### config.mk
export PLATFORM = sky130hd
export DESIGN_NAME = fetch_ctrl
export DESIGN_NICKNAME = d
export VERILOG_FILES = /design/src/rtl/fetch_pkg.sv /design/src/rtl/fetch_pc.sv /design/src/rtl/fetch_ctrl.sv
export SDC_FILE = /design/constraint.sdc
export NUM_CORES = 1
export LEC_CHECK = 0
export BUFFER_PORTS_ARGS = -buffer_cell sky130_fd_sc_hd__buf_4
export CORE_ASPECT_RATIO = 1.2
export CORE_MARGIN = 10
export CORE_UTILIZATION = 45
export CTS_BUF_LIST = sky130_fd_sc_hd__clkbuf_8 sky130_fd_sc_hd__clkbuf_16
export DETAILED_ROUTE_END_ITERATION = 10
export PLACE_DENSITY = 0.74
export SLEW_MARGIN = 20
export SYNTH_ARGS = -nofsm -noshare
export SYNTH_HDL_FRONTEND = slang
export SYNTH_SLANG_ARGS = --single-unit
### constraint.sdc
create_clock -name clk -period 1.8 [get_ports clk]
set_input_delay 0.45 -clock clk [delete_from_list [all_inputs] [get_ports clk]]
set_output_delay 0.45 -clock clk [all_outputs]
set_load 0.02 [all_outputs]
### src/rtl/fetch_pkg.sv
// Shared types and constants for the fetch/sequencing stage of the 4-bit core.
package fetch_pkg;

    localparam int ADDR_W = 12;
    localparam int OPC_W  = 4;

    localparam logic PHASE_FETCH = 1'b0;
    localparam logic PHASE_EXEC  = 1'b1;

    typedef enum logic {
        ST_FETCH = PHASE_FETCH,
        ST_EXEC  = PHASE_EXEC
    } phase_e;

    typedef struct packed {
        logic [OPC_W-1:0] opcode;
        logic             c;
        logic             z;
        logic             phase;
    } dec_addr_t;

    function automatic dec_addr_t pack_decode(
        input logic [OPC_W-1:0] opcode,
        input logic             c,
        input logic             z,
        input logic             phase
    );
        dec_addr_t d;
        d.opcode = opcode;
        d.c      = c;
        d.z      = z;
        d.phase  = phase;
        return d;
    endfunction

endpackage

### src/rtl/fetch_pc.sv
// Program counter register: asynchronous reset, enable, load-over-increment priority.
module fetch_pc #(
    parameter int              ADDR_W   = 12,
    parameter logic [ADDR_W-1:0] RESET_PC = 12'h000
) (
    input  logic              clk,
    input  logic              reset,
    input  logic              i_en,
    input  logic              i_load,
    input  logic              i_inc,
    input  logic [ADDR_W-1:0] i_target,
    output logic [ADDR_W-1:0] o_pc
);

    logic [ADDR_W-1:0] r_pc;
    logic [ADDR_W-1:0] w_pc_nxt;

    // Next-PC selection; increment wraps naturally at the top of the address space.
    always_comb begin
        w_pc_nxt = r_pc;
        if (!i_en) begin
            w_pc_nxt = r_pc;
        end else if (i_load) begin
            w_pc_nxt = i_target;
        end else if (i_inc) begin
            w_pc_nxt = r_pc + {{(ADDR_W-1){1'b0}}, 1'b1};
        end else begin
            w_pc_nxt = r_pc;
        end
    end

    // PC state register.
    always_ff @(posedge clk or posedge reset) begin
        if (reset) begin
            r_pc <= RESET_PC;
        end else begin
            r_pc <= w_pc_nxt;
        end
    end

    assign o_pc = r_pc;

endmodule

### src/rtl/fetch_ctrl.sv
// Instruction fetch/sequencing stage: PC, phase bit, IR and C/Z flags.
// Optional stall input is enabled by defining FETCH_STALL_EN.
module fetch_ctrl #(
    parameter int                ADDR_W   = 12,
    parameter logic [ADDR_W-1:0] RESET_PC = 12'h000
) (
    input  logic              clk,
    input  logic              reset,
    input  logic [7:0]        rom_data,
    output logic [ADDR_W-1:0] rom_addr,
    input  logic              pc_inc,
    input  logic              pc_load,
    input  logic              flags_we,
    input  logic              alu_c,
    input  logic              alu_z,
    output logic [6:0]        decode_addr,
    output logic [3:0]        operand,
    output logic              phase
`ifdef FETCH_STALL_EN
    ,
    input  logic              hold
`endif
);

    import fetch_pkg::*;

    phase_e            r_phase;
    phase_e            w_phase_nxt;
    logic [7:0]        r_ir;
    logic [7:0]        w_ir_nxt;
    logic              r_c_flag;
    logic              r_z_flag;
    logic              w_c_nxt;
    logic              w_z_nxt;
    logic              w_en;
    logic [ADDR_W-1:0] w_target;
    logic [ADDR_W-1:0] w_pc;
    dec_addr_t         w_dec;

`ifdef FETCH_STALL_EN
    assign w_en = ~hold;
`else
    assign w_en = 1'b1;
`endif

    // In EXEC, rom_data is the second instruction byte (low 8 bits of the target).
    assign w_target = ADDR_W'({r_ir[3:0], rom_data});

    fetch_pc #(
        .ADDR_W   (ADDR_W),
        .RESET_PC (RESET_PC)
    ) u_pc (
        .clk      (clk),
        .reset    (reset),
        .i_en     (w_en),
        .i_load   (pc_load),
        .i_inc    (pc_inc),
        .i_target (w_target),
        .o_pc     (w_pc)
    );

    // Phase machine next-state, IR capture and flag capture.
    always_comb begin
        w_phase_nxt = r_phase;
        w_ir_nxt    = r_ir;
        w_c_nxt     = r_c_flag;
        w_z_nxt     = r_z_flag;
        if (w_en) begin
            case (r_phase)
                ST_FETCH: begin
                    w_ir_nxt    = rom_data;
                    w_phase_nxt = ST_EXEC;
                end
                ST_EXEC: begin
                    w_phase_nxt = ST_FETCH;
                    if (flags_we) begin
                        w_c_nxt = alu_c;
                        w_z_nxt = alu_z;
                    end else begin
                        w_c_nxt = r_c_flag;
                        w_z_nxt = r_z_flag;
                    end
                end
                default: begin
                    w_phase_nxt = ST_FETCH;
                end
            endcase
        end else begin
            w_phase_nxt = r_phase;
        end
    end

    // Phase, IR and flag state registers.
    always_ff @(posedge clk or posedge reset) begin
        if (reset) begin
            r_phase  <= ST_FETCH;
            r_ir     <= 8'h00;
            r_c_flag <= 1'b0;
            r_z_flag <= 1'b0;
        end else begin
            r_phase  <= w_phase_nxt;
            r_ir     <= w_ir_nxt;
            r_c_flag <= w_c_nxt;
            r_z_flag <= w_z_nxt;
        end
    end

    assign w_dec       = pack_decode(r_ir[7:4], r_c_flag, r_z_flag, r_phase);
    assign decode_addr = w_dec;
    assign operand     = r_ir[3:0];
    assign phase       = r_phase;
    assign rom_addr    = w_pc;

endmodule

After elaboration in Yosys (flattened, before gate mapping). Cells that the tools add are included.

Input port bits: 15. Word-level logic and storage cells: 12. Output and inout bits: 24. Register bits after elaboration: 23.

Add/sub/neg operators: 1. Reduce and logical (&&, ||, !) cells: 2. Multiplexer cells: 3. Bitwise operators: 1.

Operator list (number): 12-bit two-way mux (2); 12-bit by 1-bit adder with 12-bit output (second input constant) (1); 1-bit one-hot mux with 2 select lines (1); 2-bit AND reduction (1); 2-bit nonzero test (1); 1-bit NOT (1).

Depth between registers and ports, before layout. Gate-level depths: netlist (run 1).

Word-level depth: 3. Gate-level depth with buffers: 4. Depth with buffers taken out: 4.

Cells and area by module. Synthesis (run 1) repeated with hierarchy kept, for this count alone.

Cell total of the unflattened synthesis: 117. Area total of the unflattened synthesis: 1226.2 um^2.

By module, submodules not included: fetch_pc (area an instance 774.5 um^2, sequential area each 300.3 um^2, instances 1, cells each 88); fetch_ctrl (area an instance 451.7 um^2, sequential area each 275.3 um^2, instances 1, cells each 29).

Worst setup path before layout (run 1). Ideal clock, no wire load.

Path type: reg2reg. Start point: register u_pc.r_pc[0], in the netlist u_pc.o_pc[0]. End point: register u_pc.r_pc[10], in the netlist u_pc.o_pc[10]. Arrival: 1.346 ns. Stages on the path, launching flop included: 5. Library setup time: 0.124 ns. Required time: 1.676 ns. Period minus slack after synthesis: 1.470 ns. Path buffers: 0. Slack: 0.330 ns. Cells stage by stage: dfrtp_1 > ha_1 > nand2_1 > or2_0 > a211o_1.

Cells in the longest elaborated chain, start to end: 3.

RTL lines: from (decl) (line fetch_pc.sv:15) `logic [ADDR_W-1:0] r_pc;`; from (signal assigned) (line fetch_pc.sv:37) `r_pc <= w_pc_nxt;`; 12-bit by 1-bit adder with 12-bit output (line fetch_pc.sv:26) `w_pc_nxt = r_pc + {{(ADDR_W-1){1'b0}}, 1'b1};`; 12-bit two-way mux (line fetch_pc.sv:25) `end else if (i_inc) begin`; 12-bit two-way mux (line fetch_pc.sv:23) `end else if (i_load) begin`.

Every way passes these cells. The select of a mux whose other input is x is not followed. A chain may end at the register's enable or synchronous reset.

Final worst setup path (run 1).
Start point: register r_phase, in the netlist phase. End point: output port decode_addr[0].

RTL lines: from (decl) (line fetch_ctrl.sv:27) `phase_e r_phase;`; from (signal assigned) (line fetch_ctrl.sv:101) `r_phase <= w_phase_nxt;`; to (decl) (line fetch_ctrl.sv:16) `output logic [6:0] decode_addr,`.

No word-level cell between the ends.

==> reports/results.ini, run 1 <==
[routing]
avgRoutedWirePerCell_um=15.3
wl_mm=2.62
via_per_inst=5.37
num_vias=924
drtAntennaViolNets=0
first_iter_violations=14
drtPass1Iterations=4
drc=0

[synthesis]
netlist_top_cells_area=dfrtp_1 (50%), mux2_2 (9.7%), nand2_1 (3.6%)
ys_ff_latch=23
synth_compound_area_share_pct=9.69
synth_top_area_cell=dfrtp_1
netlist_instances=104
syn_nets=120
yosys_warnings=0
synth_top_family_by_area=simple AND/OR/NAND/NOR gates
synth.most_common_cell=dfrtp_1
synth-adder-area-share_pct=1.08
yosysUniqueCellTypes=33
synth_top_area_share_pct=49.5
synthTopCellsByCount=dfrtp_1 (23), nand2_1 (11), mux2_2 (10)
synthFlopType=dfrtp_1
synth_area_um2=1160
syn_avg_cell_area_um2=11.2
synthArstFlopShare_pct=100
yosys.area_share.simple_pct=17.1
synth_xor_xnor_area_share_pct=3.01
yosysSeqAreaShare_pct=49.5
synth_edf_count=0
muxShareOfSynthArea_pct=12.3

[worst_setup_path]
endpoint_kind=output port
reg2reg_depth=3
path_cells=buf_4
crit_cells=1
crit_family=flip-flops
startpoint=phase
cp-start-kind=flop
critPathMaxFanout=12
arrival_ps=1120
critPathRequiredTime_ps=1350
slowest_stage=dfrtp_1
critPathBufInv=1
r2r_start=u_pc.o_pc[2]
slowest_delay_ps=630
crit_type=flop to output port

[power]
ir_drop_uv=533
power_frac_clock_pct=26.1
switchingPower_w=0.000347
p_comb_share_pct=22.5
leakage_nw=0.662
swShare_pct=29.3
power.total_w=0.00119
p_int_w=0.000839
pwr-share-seq_pct=51.4
p_per_area_nw_per_um2=805

[run]
cap_violations=0

[die]
ios=39
die_x_um=66.4
dieArea_um2=5020
std_cell_rows=20
start_util_pct=46.5
die_h_um=75.7
coreArea_um2=2500

[sta]
period_share_pct=87.4
finalHoldViolCount=0
fmaxAchievable_mhz=636
grt_setup_unrepaired=false
fin_setup_tns_ps=0
setup-violations-final=0
drv_slew=0
fin_ws_ps=227
tightest_slew_ps=461
finalCriticalPeriod_ps=1570
slew_headroom_pct=69.3
fin_skew_ps=2.36
whs_ps=222

[global_routing]
grt_pass1_vias=944
grt_pass1_wl_mm=4.45
grt_use_total_pct=11.2
grt_overflow_total=0
antenna_found_initial=0
grt_max_degree=26

[clock_tree]
post_cts_resize_count=0
root_buffer=clkbuf_8
h-tree-depth=1
worstSkewPairLatency_ps=260
clock_sinks=23
path_clk_slew_ps=80
cts_hold_buffers=0
cts_tree=done
clk_path_buf_depth=2
cts-buffers-inserted=3
postCtsSetupBuffers=0

[finish]
drive_above_1_share_pct=40.3
finish.utilization_pct=58.9
area_delta_synth_final_pct=26.7
fillCellCount=235
diodes=0
nNetsFinal=156
final-seq-area_um2=576
multi_input_area_um2=502

[place]
dp_hpwl_mm=2.06
io_buffers=38
globalplace.congestion=0.814
pre_cts_slack_ps=303

[min_path]
holdCritPathClass=input port to async pin

[status]
outcome=finished clean

[stage by stage]
step                instances  cell area, um2
floorplan                 104            1160
global placement          168            1430
detailed placement        168            1430
CTS                       172            1470
global route              172            1470
finish                    172            1470
[power by group through the flow]
stage	sequential (W)	clock (W)	combinational, W
after floorplan	0.000658	0	0.000118
after global placement	0.000615	0	0.000267
after detailed placement	0.000619	0	0.000272
after CTS	0.000609	0.000324	0.000273
after global routing	0.000618	0.000354	0.000294
final	0.000609	0.000309	0.000267
[worst register-to-register path, stage by stage, from the launching register on]
cell     delay, ps
dfrtp_1        430
nand3_1        300
or4_1          560
a31oi_1        170
[cell usage in the layout, fill, tap and decap left out, types with 4 or more instances in the layout]
cell / netlist / final
nand3_1: 5 / 5
mux2_2: 10 / 10
nand2_1: 11 / 11
dfrtp_1: 23 / 23
inv_1: 4 / 4
buf_4: 3 / 39
o21ai_0: 5 / 5
or4_1: 4 / 4
[metal layers]
metal	up-vias	share of wire (%)	routed length, um	track usage [%]
met1	457	39	1020	12.0
met4	0	1.3	34	4.20
met2	16	54	1420	19.9
met3	2	5.8	153	3.53
li1	449	-	-	-
met5	-	0	0	0
[final timing paths]
| path | end | slack [ps] |
|---|---|---|
| max | decode_addr[0] | 230 |
| min | r_ir[6] | 220 |
| max reg2reg | u_pc.o_pc[7] | 280 |
| min reg2reg | r_c_flag | 510 |
| max in group asynchronous | r_ir[3] | 1350 |
| min in group clk | u_pc.o_pc[0] | 400 |
[state kept, by name (all words and copies together), names as in the netlist]
signal / cells
r_ir: 8
phase: 1
r_c_flag: 1
r_z_flag: 1
u_pc.o_pc: 12
[kinds of logic after synthesis]
group                      count (synthesis)
and+or+nand+nor                           35
xor gates and xnor gates                   4
adders and majority gates                  1
buffers and inverters                     12
muxes                                     13
DFF                                       23
AOI/OAI and AO/OA                         16
[area by class of cell]
type	count	share of cell area, %
Multi-Input combinational cell	69	34.1
Tap cell	33	2.80
Sequential cell	23	39.1
Clock buffer	3	2.80
Timing Repair Buffer	39	19.9
Inverter	4	1.02
Clock inverter	1	0.340
Power figures use the tool's default switching activity.
==> run 2, diff against run 1 <==
CORE_UTILIZATION = 44   (was 45)
PLACE_DENSITY = 0.75   (was 0.74)
REMOVE_ABC_BUFFERS = 1   (was not set)
clock period = 1.35 ns   (was 1.8 ns; I/O delays follow)
==> reports/results.ini, run 2 (synthesis results as in run 1) <==
[clock_tree]
cts_hold_buffers=0
clk_path_buf_depth=2
cts-buffers-inserted=3
worstSkewPairLatency_ps=270
clock_sinks=23
h-tree-depth=1
root_buffer=clkbuf_8
path_clk_slew_ps=90
cts_tree=done

[global_routing]
grt_pass1_wl_mm=5.09
antenna_found_initial=0
grt_overflow_total=0
grt_max_degree=24
grt_use_total_pct=12.5
grt_pass1_vias=1087

[routing]
num_vias=1033
drc=0
avgRoutedWirePerCell_um=16.5
drtPass1Iterations=4
first_iter_violations=39
wl_mm=3.23
drtAntennaViolNets=0
via_per_inst=5.27

[die]
ios=39
die_x_um=66.9
start_util_pct=46.0
coreArea_um2=2530
std_cell_rows=20
dieArea_um2=5110
die_h_um=76.3

[status]
outcome=complete, but fails checks
violations=setup timing

[run]
cap_violations=0

[power]
pwr-share-seq_pct=46.2
ir_drop_uv=509
leakage_nw=0.781
p_per_area_nw_per_um2=1020
p_comb_share_pct=28.1
power_frac_clock_pct=25.7
swShare_pct=30.6
switchingPower_w=0.000532
power.total_w=0.00174
p_int_w=0.00121

[sta]
finalHoldViolCount=0
slew_headroom_pct=79.3
fin_skew_ps=3.72
drv_slew=0
tightest_slew_ps=307
period_share_pct=101
fin_setup_tns_ps=-19.0
setup-violations-final=2
finalCriticalPeriod_ps=1370
fmaxAchievable_mhz=732
grt_setup_unrepaired=true
fin_ws_ps=-16.8

[finish]
drive_above_1_share_pct=52.8
area_delta_synth_final_pct=46.9
largest_register_ffs=12
fillCellCount=196
final_common_cell=buf_4
diodes=0
final_cell_mix=buf_4 (56), dfrtp_1 (20), mux2_2 (10), nand2_1 (10)
finish.utilization_pct=67.6
finalNonFillerCells=196
nNetsFinal=180

[place]
dp_hpwl_mm=2.40
pre_cts_slack_ps=-28.8
placedCellCount=185
io_buffers=38
globalplace.congestion=0.866

[worst_setup_path]
r2r_start=u_pc.o_pc[3]
critPathRequiredTime_ps=1560
r2r_slack_ps=-20
arrival_ps=1580
endpoint=u_pc.o_pc[6]
r2r_end=u_pc.o_pc[6]
startpoint=u_pc.o_pc[3]
critPathMaxFanout=5
endpoint_kind=flop
cp-start-kind=flop
slowest_stage=or4_1
path_cells=nand3_2 > buf_6 > buf_4 > or4_1 > nand3_1
reg2reg_depth=5
crit_type=flop to flop
slowest_delay_ps=470

[min_path]
holdCritPathClass=input port to async pin

[run 2: changes by cell type in the layout (fill, tap and decap cells not counted), moves of 3 or more]
cell,delta
buf_4,+17
buf_6,+5
dfrtp_1,-3
dfrtp_2,+3
[run 2: worst min-delay path by stage]
stage | slack [ps] | cells after the start | end | startpoint
finish | 100 | 3 | r_z_flag | reset
global route | 120 | 3 | r_ir[6] | reset
CTS | 110 | 3 | r_z_flag | reset
detailed placement | 410 | 3 | r_ir[6] | reset
global placement | 400 | 3 | r_ir[6] | reset
floorplan | 340 | 1 | phase | reset
[run 2: power groups by stage]
stage / registers [W] / clock network [W] / logic, W
floorplan: 0.000885 / 0 / 0.000121
global placement: 0.000802 / 0 / 0.000437
detailed placement: 0.000808 / 0 / 0.000447
CTS: 0.000794 / 0.000453 / 0.000457
global route: 0.000809 / 0.000487 / 0.000528
finish: 0.000802 / 0.000447 / 0.000488
[run 2: repair_timing]
item,in CTS,in global routing
buffers inserted,2,4
gates resized for setup,4,9
pin swaps,3,3
setup endpoints to repair,7,8
hold endpoints to repair,0,0
gates cloned,0,1
[run 2: metrics by stage]
step	cell area (um2)	hold slack (ps)
floorplan	1090	339
global placement	1570	399
detailed placement	1570	405
CTS	1640	109
global route	1710	123
finish	1710	102
[run 2: area by class of cell]
type | instances | area, um2 | area share, %
Sequential cell | 23 | 579 | 33.9
Tap cell | 33 | 41.3 | 2.42
Timing Repair Buffer | 63 | 502 | 29.4
Multi-Input combinational cell | 69 | 522 | 30.5
Inverter | 4 | 15.0 | 0.879
Clock buffer | 3 | 41.3 | 2.42
Clock inverter | 1 | 7.51 | 0.440
[run 2: metal layers]
layer | global-route usage, % | vias to the layer above | routed length, um
met1 | 13.2 | 518 | 1220
li1 | - | 494 | -
met2 | 22.1 | 19 | 1810
met4 | 6.38 | 0 | 41
met5 | 0 | - | 0
met3 | 2.35 | 2 | 158
[run 2: worst max-delay path: cells and delay by family, from the launching register on]
family | cells | cell delay, ps
buffers and inverters | 2 | 270
AND/OR/NAND/NOR | 3 | 670
flip-flops | 1 | 380
